File: src/rtl/fifo_arb_pkg.sv
`default_nettype none
// ============================================================================
// Module      : fifo_arb_pkg
// Description : Shared types, defaults and helpers for the FIFO write arbiter
// Revision    : 1.0 - initial release
// ============================================================================
package fifo_arb_pkg;

    // Arbiter FSM encoding
    typedef enum logic [0:0] {
        ST_IDLE  = 1'b0,
        ST_GRANT = 1'b1
    } arb_state_e;

    // Default configuration
    localparam int WIDTH_DEF = 8;
    localparam int NREQ_DEF  = 4;
    localparam int BURST_DEF = 4;

    // Width of an index able to address n items (never less than 1 bit)
    function automatic int ptr_w(input int n);
        return (n <= 1) ? 1 : $clog2(n);
    endfunction

endpackage
`default_nettype wire

File: src/rtl/rr_pick.sv
`default_nettype none
// ============================================================================
// Module      : rr_pick
// Description : Combinational round-robin picker. Searches last+1, last+2, ...
//               modulo NREQ and returns the first requesting index.
// Revision    : 1.0 - initial release
// ============================================================================
module rr_pick
    import fifo_arb_pkg::*;
#(
    parameter  int NREQ = NREQ_DEF,
    localparam int PW   = ptr_w(NREQ)
) (
    input  logic [NREQ-1:0] req,
    input  logic [PW-1:0]   last,
    output logic            any,
    output logic [PW-1:0]   idx
);

    logic [NREQ-1:0] w_rot;
    logic [PW-1:0]   w_off;
    logic            w_found;

    // Rotate so the slot after 'last' sits at bit 0, priority-encode, un-rotate
    always_comb begin
        w_rot   = '0;
        w_off   = '0;
        w_found = 1'b0;
        for (int i = 0; i < NREQ; i++) begin
            w_rot[i] = req[PW'((int'(last) + 1 + i) % NREQ)];
        end
        for (int i = 0; i < NREQ; i++) begin
            if (w_rot[i] && !w_found) begin
                w_found = 1'b1;
                w_off   = PW'(i);
            end
        end
        any = |req;
        idx = PW'((int'(last) + 1 + int'(w_off)) % NREQ);
    end

endmodule
`default_nettype wire

File: src/rtl/fifo_wr_arbiter.sv
`default_nettype none
// ============================================================================
// Module      : fifo_wr_arbiter
// Description : Round-robin write arbiter sharing one FIFO write port among
//               NREQ producers, with bounded bursts, full throttling and a
//               sticky write-error flag.
// Revision    : 1.0 - initial release
// ============================================================================
module fifo_wr_arbiter
    import fifo_arb_pkg::*;
#(
    parameter  int WIDTH = WIDTH_DEF,
    parameter  int NREQ  = NREQ_DEF,
    parameter  int BURST = BURST_DEF,
    localparam int PW    = ptr_w(NREQ),
    localparam int BW    = ptr_w(BURST)
) (
    input  logic                  clk_i,
    input  logic                  rst_ni,
    input  logic [NREQ-1:0]       req_i,
    input  logic [NREQ*WIDTH-1:0] wdata_i,
    output logic [NREQ-1:0]       ack_o,
    input  logic                  fifo_full_i,
    input  logic                  fifo_wr_error_i,
    output logic                  fifo_wr_en_o,
    output logic [WIDTH-1:0]      fifo_wdata_o,
    output logic                  gnt_valid_o,
    output logic [PW-1:0]         gnt_id_o,
    output logic                  ovf_err_o,
    output logic [15:0]           wr_count_o
);

    arb_state_e        state_q, state_d;
    logic [PW-1:0]     owner_q, owner_d;
    logic [PW-1:0]     last_q,  last_d;
    logic [BW-1:0]     burst_q, burst_d;
    logic              ovf_q,   ovf_d;
    logic [15:0]       cnt_q,   cnt_d;

    logic              w_any;
    logic [PW-1:0]     w_pick;
    logic              w_wr;
    logic [WIDTH-1:0]  w_data [NREQ];

    // Split the flat data bus into one word per requester
    genvar gk;
    generate
        for (gk = 0; gk < NREQ; gk++) begin : g_unpack
            assign w_data[gk] = wdata_i[gk*WIDTH +: WIDTH];
        end
    endgenerate

    rr_pick #(
        .NREQ (NREQ)
    ) u_rr_pick (
        .req  (req_i),
        .last (last_q),
        .any  (w_any),
        .idx  (w_pick)
    );

    // A write happens only while granted, the owner still requests, and there is room
    assign w_wr = (state_q == ST_GRANT) && req_i[owner_q] && !fifo_full_i;

    // Write-port outputs: ack is one-hot on the owner, data always follows the owner
    always_comb begin
        ack_o = '0;
        for (int k = 0; k < NREQ; k++) begin
            ack_o[k] = w_wr && (owner_q == PW'(k));
        end
        fifo_wr_en_o = w_wr;
        fifo_wdata_o = w_data[owner_q];
    end

    // Next-state logic for the grant FSM and its counters
    always_comb begin
        state_d = state_q;
        owner_d = owner_q;
        last_d  = last_q;
        burst_d = burst_q;
        ovf_d   = ovf_q | fifo_wr_error_i;
        cnt_d   = cnt_q + {15'd0, w_wr};
        case (state_q)
            ST_IDLE: begin
                if (w_any) begin
                    owner_d = w_pick;
                    last_d  = w_pick;
                    burst_d = '0;
                    state_d = ST_GRANT;
                end
            end
            ST_GRANT: begin
                if (!req_i[owner_q]) begin
                    // Owner withdrew: release without writing
                    state_d = ST_IDLE;
                    burst_d = '0;
                end else if (!fifo_full_i) begin
                    if (burst_q == BW'(BURST - 1)) begin
                        state_d = ST_IDLE;
                        burst_d = '0;
                    end else begin
                        burst_d = burst_q + BW'(1);
                    end
                end
                // Full stall: hold everything, stalls do not consume burst slots
            end
            default: state_d = ST_IDLE;
        endcase
    end

    // State register with synchronous active-low reset; requester 0 wins first
    always_ff @(posedge clk_i) begin
        if (!rst_ni) begin
            state_q <= ST_IDLE;
            owner_q <= '0;
            last_q  <= PW'(NREQ - 1);
            burst_q <= '0;
            ovf_q   <= 1'b0;
            cnt_q   <= '0;
        end else begin
            state_q <= state_d;
            owner_q <= owner_d;
            last_q  <= last_d;
            burst_q <= burst_d;
            ovf_q   <= ovf_d;
            cnt_q   <= cnt_d;
        end
    end

    assign gnt_valid_o = (state_q == ST_GRANT);
    assign gnt_id_o    = owner_q;
    assign ovf_err_o   = ovf_q;
    assign wr_count_o  = cnt_q;

endmodule
`default_nettype wire

File: config.mk
export PLATFORM = sky130hd
export DESIGN_NAME = fifo_wr_arbiter
export DESIGN_NICKNAME = d
export VERILOG_FILES = /design/src/rtl/fifo_arb_pkg.sv /design/src/rtl/rr_pick.sv /design/src/rtl/fifo_wr_arbiter.sv
export SDC_FILE = /design/constraint.sdc
export NUM_CORES = 1
export LEC_CHECK = 0
export ABC_AREA = 1
export BUFFER_PORTS_ARGS = -buffer_cell sky130_fd_sc_hd__clkbuf_2
export CORE_ASPECT_RATIO = 0.6
export CORE_MARGIN = 4
export CORE_UTILIZATION = 42
export CTS_BUF_LIST = sky130_fd_sc_hd__clkbuf_16
export DETAILED_ROUTE_END_ITERATION = 7
export PLACE_DENSITY = 0.83
export SKIP_CTS_REPAIR_TIMING = 1
export SLEW_MARGIN = 40
export SYNTH_ARGS = -nofsm -noshare
export SYNTH_HDL_FRONTEND = slang
export SYNTH_SLANG_ARGS = --single-unit
File: constraint.sdc
create_clock -name clk_i -period 2.1 [get_ports clk_i]
set_input_delay 0 -clock clk_i [delete_from_list [all_inputs] [get_ports clk_i]]
set_output_delay 0 -clock clk_i [all_outputs]
set_load 0.02 [all_outputs]
# Yosys cells after proc, flatten, opt, wreduce, memory -nomap -nowiden
# Index checks and enable logic that the tools add are counted.
[classes]
add_sub_neg = 7
multipliers = 0
n_div = 0
magnitude_cmp = 6
n_eq_ne = 6
n_shift = 0
mux = 33
bitwise_logic = 3
reduce_logical = 17
[op_table]
columns = ["op", "n"]
rows = [
  ["2-to-1 mux 1 bit", 17],
  ["adder 16 x 1 -> 16 bit", 1],
  ["binary-select mux 8 bit (select 2 bit)", 1],
  ["less-than comparator 2 x 4 -> 1 bit (second input constant)", 4],
  ["2-to-1 mux 8 bit", 2],
  ["2-to-1 mux 2 bit", 6],
  ["binary-select mux 1 bit (select 2 bit)", 5],
  ["logical AND 1 bit", 9],
  ["adder 2 x 1 -> 2 bit (second input constant)", 3],
  ["== test 2 bit (second input constant)", 3],
  ["adder 2 bit (second input constant)", 2],
  ["logical NOT 1 bit", 4],
  ["case mux 2 bit (2 select lines)", 1],
  ["AND reduction 2 bit", 2],
  ["OR reduction 4 bit", 1],
  ["greater-or-equal comparator 3 bit (second input constant)", 1],
  ["less-than comparator 2 x 3 -> 1 bit (second input constant)", 1],
  ["!= test 3 bit (second input constant)", 1],
  ["inverter 2 -> 3 bit", 1],
  ["adder 2 bit", 1],
  ["== test 2 x 1 -> 1 bit (second input constant)", 1],
  ["logical NOT 2 bit", 1],
  ["!= test 2 x 1 -> 1 bit (second input constant)", 1],
  ["case mux 1 bit (2 select lines)", 1],
  ["other kinds (2)", 2],
]
[word_totals]
register_bits = 24
latch_bits = 0
ram_bits = 0
mem_bits_ro = 0
in_bits = 40
out_inout_bits = 33
elab_cells = 78
mem_count = 0

# Longest topological paths before layout
[logic_depth]
depth_word = 15
mapped_depth = 17
ltp_nobuf = 17

# Modules after synthesis
# Synthesis repeated with hierarchy kept, for this count alone.
[hier_totals]
hier_cells = 269
area_unflattened_um2 = 1680.4
[by_module_without_submodules]
columns = ["module", "instances", "cells_per_inst", "area_per_inst_um2"]
rows = [
  ["fifo_wr_arbiter", 1, 212, 1411.4],
  ["rr_pick", 1, 57, 269.0],
]

# Worst setup path before layout
# No wires, ideal clock.
[synth_path]
kind = "register -> register"
start = "register owner_q[0], in the netlist gnt_id_o[0]"
end = "register cnt_q[12], in the netlist wr_count_o[12]"
setup_ps = 118
t_arrival_ps = 2303
t_required_ps = 1982
slack_ps = -321
stages_incl_launch_ff = 18
synth_period_minus_slack_ps = 2421
cell_sequence = "dfxtp_1 > buf_4 > nand2_2 > nor2_1 > nor2_1 > nand2_1 > nand2_1 > nor2_2 > ha_1 > nand2_1 > nor2_2 > nand2_1 > inv_2 > nand2_1 > nor2_2 > nand2_1 > o21ai_1 > a21oi_1"
[synth_between]
elab_chain_len = 5
[synth_lines]
columns = ["element", "line", "text"]
rows = [
  ["from (decl)", "fifo_wr_arbiter.sv:34", "logic [PW-1:0] owner_q, owner_d;"],
  ["from (signal assigned)", "fifo_wr_arbiter.sv:122", "owner_q <= owner_d;"],
  ["binary-select mux 1 bit (select 2 bit)", "fifo_wr_arbiter.sv:63", "assign w_wr = (state_q == ST_GRANT) && req_i[owner_q] && !fifo_full_i;"],
  ["2-to-1 mux 1 bit (not written as such)", "fifo_wr_arbiter.sv:63", ""],
  ["logical AND 1 bit (2 in a row)", "fifo_wr_arbiter.sv:63", ""],
  ["named net fifo_wr_en_o", "fifo_wr_arbiter.sv:25", "output logic fifo_wr_en_o,"],
  ["adder 16 x 1 -> 16 bit", "fifo_wr_arbiter.sv:82", "cnt_d = cnt_q + {15'd0, w_wr};"],
  ["to (signal assigned)", "fifo_wr_arbiter.sv:126", "cnt_q <= cnt_d;"],
  ["to (decl)", "fifo_wr_arbiter.sv:38", "logic [15:0] cnt_q, cnt_d;"],
]
# The timed path passes the listed nets, and every way through them passes these cells. The select of a mux whose other input is x is not followed.
# A chain may end at the register's enable or synchronous reset.

# Worst setup path in the final report
[layout_path]
start = "register owner_q[0], in the netlist gnt_id_o[0]"
end = "register cnt_q[13], in the netlist wr_count_o[13]"
[layout_between]
elab_chain_len = 5
[layout_lines]
columns = ["element", "line"]
rows = [
  ["binary-select mux 1 bit (select 2 bit)", "fifo_wr_arbiter.sv:63"],
  ["2-to-1 mux 1 bit (not written as such)", "fifo_wr_arbiter.sv:63"],
  ["logical AND 1 bit (2 in a row)", "fifo_wr_arbiter.sv:63"],
  ["adder 16 x 1 -> 16 bit", "fifo_wr_arbiter.sv:82"],
]
# Every way passes these cells. The select of a mux whose other input is x is not followed.

==> flow_summary.toml <==
[worst_setup_path]
r2r_start = "gnt_id_o[0]"
r2r_slack_ns = -0.04
crit_start = "gnt_id_o[0]"
rr_worst_depth = 14
timing.rr.end = "wr_count_o[13]"
critical_path_class = "flip-flop to flip-flop"
cp_max_fo = 7
start_kind = "flip-flop"
end_kind = "flip-flop"
cp-endpoint = "wr_count_o[13]"
worst_ep_required_time_ns = 2.29
crit_arrival_ns = 2.33

[grt]
antenna_found_initial = 0
grt_overflow_total = 0
grt_usage_pct = 20.3
grt_pass1_wl_um = 7610
grt_max_degree = 18
grt_pass1_vias = 1685

[sta]
setup_tns_ns = -0.0411
finalCriticalPeriod_ns = 2.14
hold_viol = 0
maxSlewHeadroom_pct = 75.0
finalMaxSlewViolations = 0
tightest_slew_ns = 0.373
rsz0062_at_grt = "true"
fin_crit_sh_pct = 102
fmaxAchievable_mhz = 467
fin_ws_ns = -0.0400
finClkSkew_ns = 0.00715
setup_viol = 2

[finish]
ff_latch_area_um2 = 489
diodes = 0
layout-drive-gt1-share_pct = 38.5
multi_input_comb_area_um2 = 1010
layout_common_cells = "clkbuf_2 (72), nand2_1 (62), nand3_1 (31)"
area_delta_synth_final_pct = 48.1
final_common_cell = "clkbuf_2"
nets = 383
post-route-util_pct = 67.5
design_area_um2 = 2280
fillCellCount = 289

[route]
via_count = 1984
drt_iter0_drc = 128
wl_um = 5110
ant_nets = 0
viasPerCell = 5.18
drtPass1Iterations = 5
wire_per_inst_um = 13.4
drc = 0

[clock_network]
cts_tree = "built"
cts.sinks = 24
numCtsBuffers = 3
clk_pin_slew_ns = 0.06
htreeDepth = 1
clkLatencyLatePin_ns = 0.26
clockBufferDepth = 2
cts_root_buf = "clkbuf_16"

[min_path]
hold_depth = 2
hold_class = "primary input to flip-flop"

[placement]
placedInstanceArea_um2 = 2010
port_buffers = 72
place_ws_ns = -0.0879
gp_congestion = 0.892
hpwlAfterDp_um = 3710

[floorplanning]
die_w_um = 86.2
initial_core_util_pct = 45.6
die_area_um2 = 4740
coreArea_um2 = 3380
ios = 73
die_y_um = 54.9
rows = 16

[yosys]
synth_cells = 249
ys_seq_elements = 24
synth_nets = 293
synth_cell_type_count = 29
synth_area_per_cell_um2 = 6.20
ys_seq_area_share_pct = 31.1
synth_area_um2 = 1540
yosys_warnings = 0

[power]
vdd_drop_max_mv = 0.686
leakage_nw = 1.22
p_per_area_nw_per_um2 = 971
power.total_mw = 2.22

[run]
cap_violations = 0

[status]
violations = "negative setup slack"
outcome = "finished with violations"
## registers in the layout (all words and copies together) (netlist names)
signal / count
gnt_id_o: 2
ovf_err_o: 1
last_q: 2
gnt_valid_o: 1
burst_q: 2
wr_count_o: 16
## per-layer routing
layer | vias up | part of all wire [%] | GRT usage [%]
met5 | - | 0 | 0
met4 | 0 | 1.5 | 1.55
met3 | 10 | 7.3 | 3.70
met2 | 83 | 48 | 34.8
met1 | 907 | 43 | 28.2
li1 | 984 | - | -
## worst max-delay path, cell delays in order, from the launching register on
cell and delay [ns]:
dfxtp_4 0.41, nand2_2 0.07, nor2_1 0.11, nor2_1 0.07, nand2_2 0.08, nand2_2 0.08, nor2_4 0.11, ha_2 0.20
nand2_2 0.07, nor3_4 0.21, nand4_1 0.15, or2_1 0.28, nand2_1 0.08, nand2_1 0.04, nor2_1 0.10
## cell families after synthesis
| kind of cell | share of synthesized area [%] |
|---|---|
| fa+ha+maj | 3.24 |
| flops | 31.1 |
| compound gates | 12.0 |
| xor+xnor | 0.568 |
| simple gates | 43.6 |
| buf+inv | 9.49 |
## synthesized netlist by cell type, drive strengths merged
cell type,number,area [um2]
or2,1,6.26
dfxtp,24,480
o21a,3,22.5
nand3,31,155
nor3,5,30.0
nor2,37,154
a22oi,8,60.1
ha,4,50.1
inv,28,108
a31oi,1,6.26
or3,1,6.26
clkbuf,2,7.51
clkinv,2,8.75
o211ai,1,7.51
nand2,75,289
nand4,5,31.3
buf,3,22.5
xor2,1,8.76
a21oi,13,65.1
o21ai,4,23.8
## stage by stage
step           hold slack [ns]  std cells
2_1_floorplan           0.0369        249
3_3_place_gp             0.207        368
3_5_place_dp             0.227        368
4_1_cts                -0.0516        372
5_1_grt                  0.186        383
6_report                 0.163        383
## where the power goes
part | total [mW] | switching, mW | internal, mW
combinational | 1.09 | 0.683 | 0.409
clock | 0.540 | 0.161 | 0.379
sequential | 0.587 | 0.0802 | 0.507
## worst min-delay path by stage
stage	from	endpoint
2_1_floorplan	fifo_full_i	fifo_wr_en_o
3_3_place_gp	fifo_wr_error_i	ovf_err_o
3_5_place_dp	fifo_wr_error_i	ovf_err_o
4_1_cts	fifo_wr_error_i	ovf_err_o
5_1_grt	fifo_full_i	burst_q[1]
6_report	rst_ni	last_q[0]
## final cells by class
| cell class | instances | share of cell area [%] |
|---|---|---|
| clock inverter | 1 | 1.31 |
| inverter | 30 | 5.31 |
| sequential | 24 | 21.4 |
| tap | 45 | 2.46 |
| multi-input combinational | 190 | 44.4 |
| clock buffer | 3 | 3.29 |
| timing repair buffer | 90 | 21.8 |
Note: power is estimated with default switching activity, not from simulation.
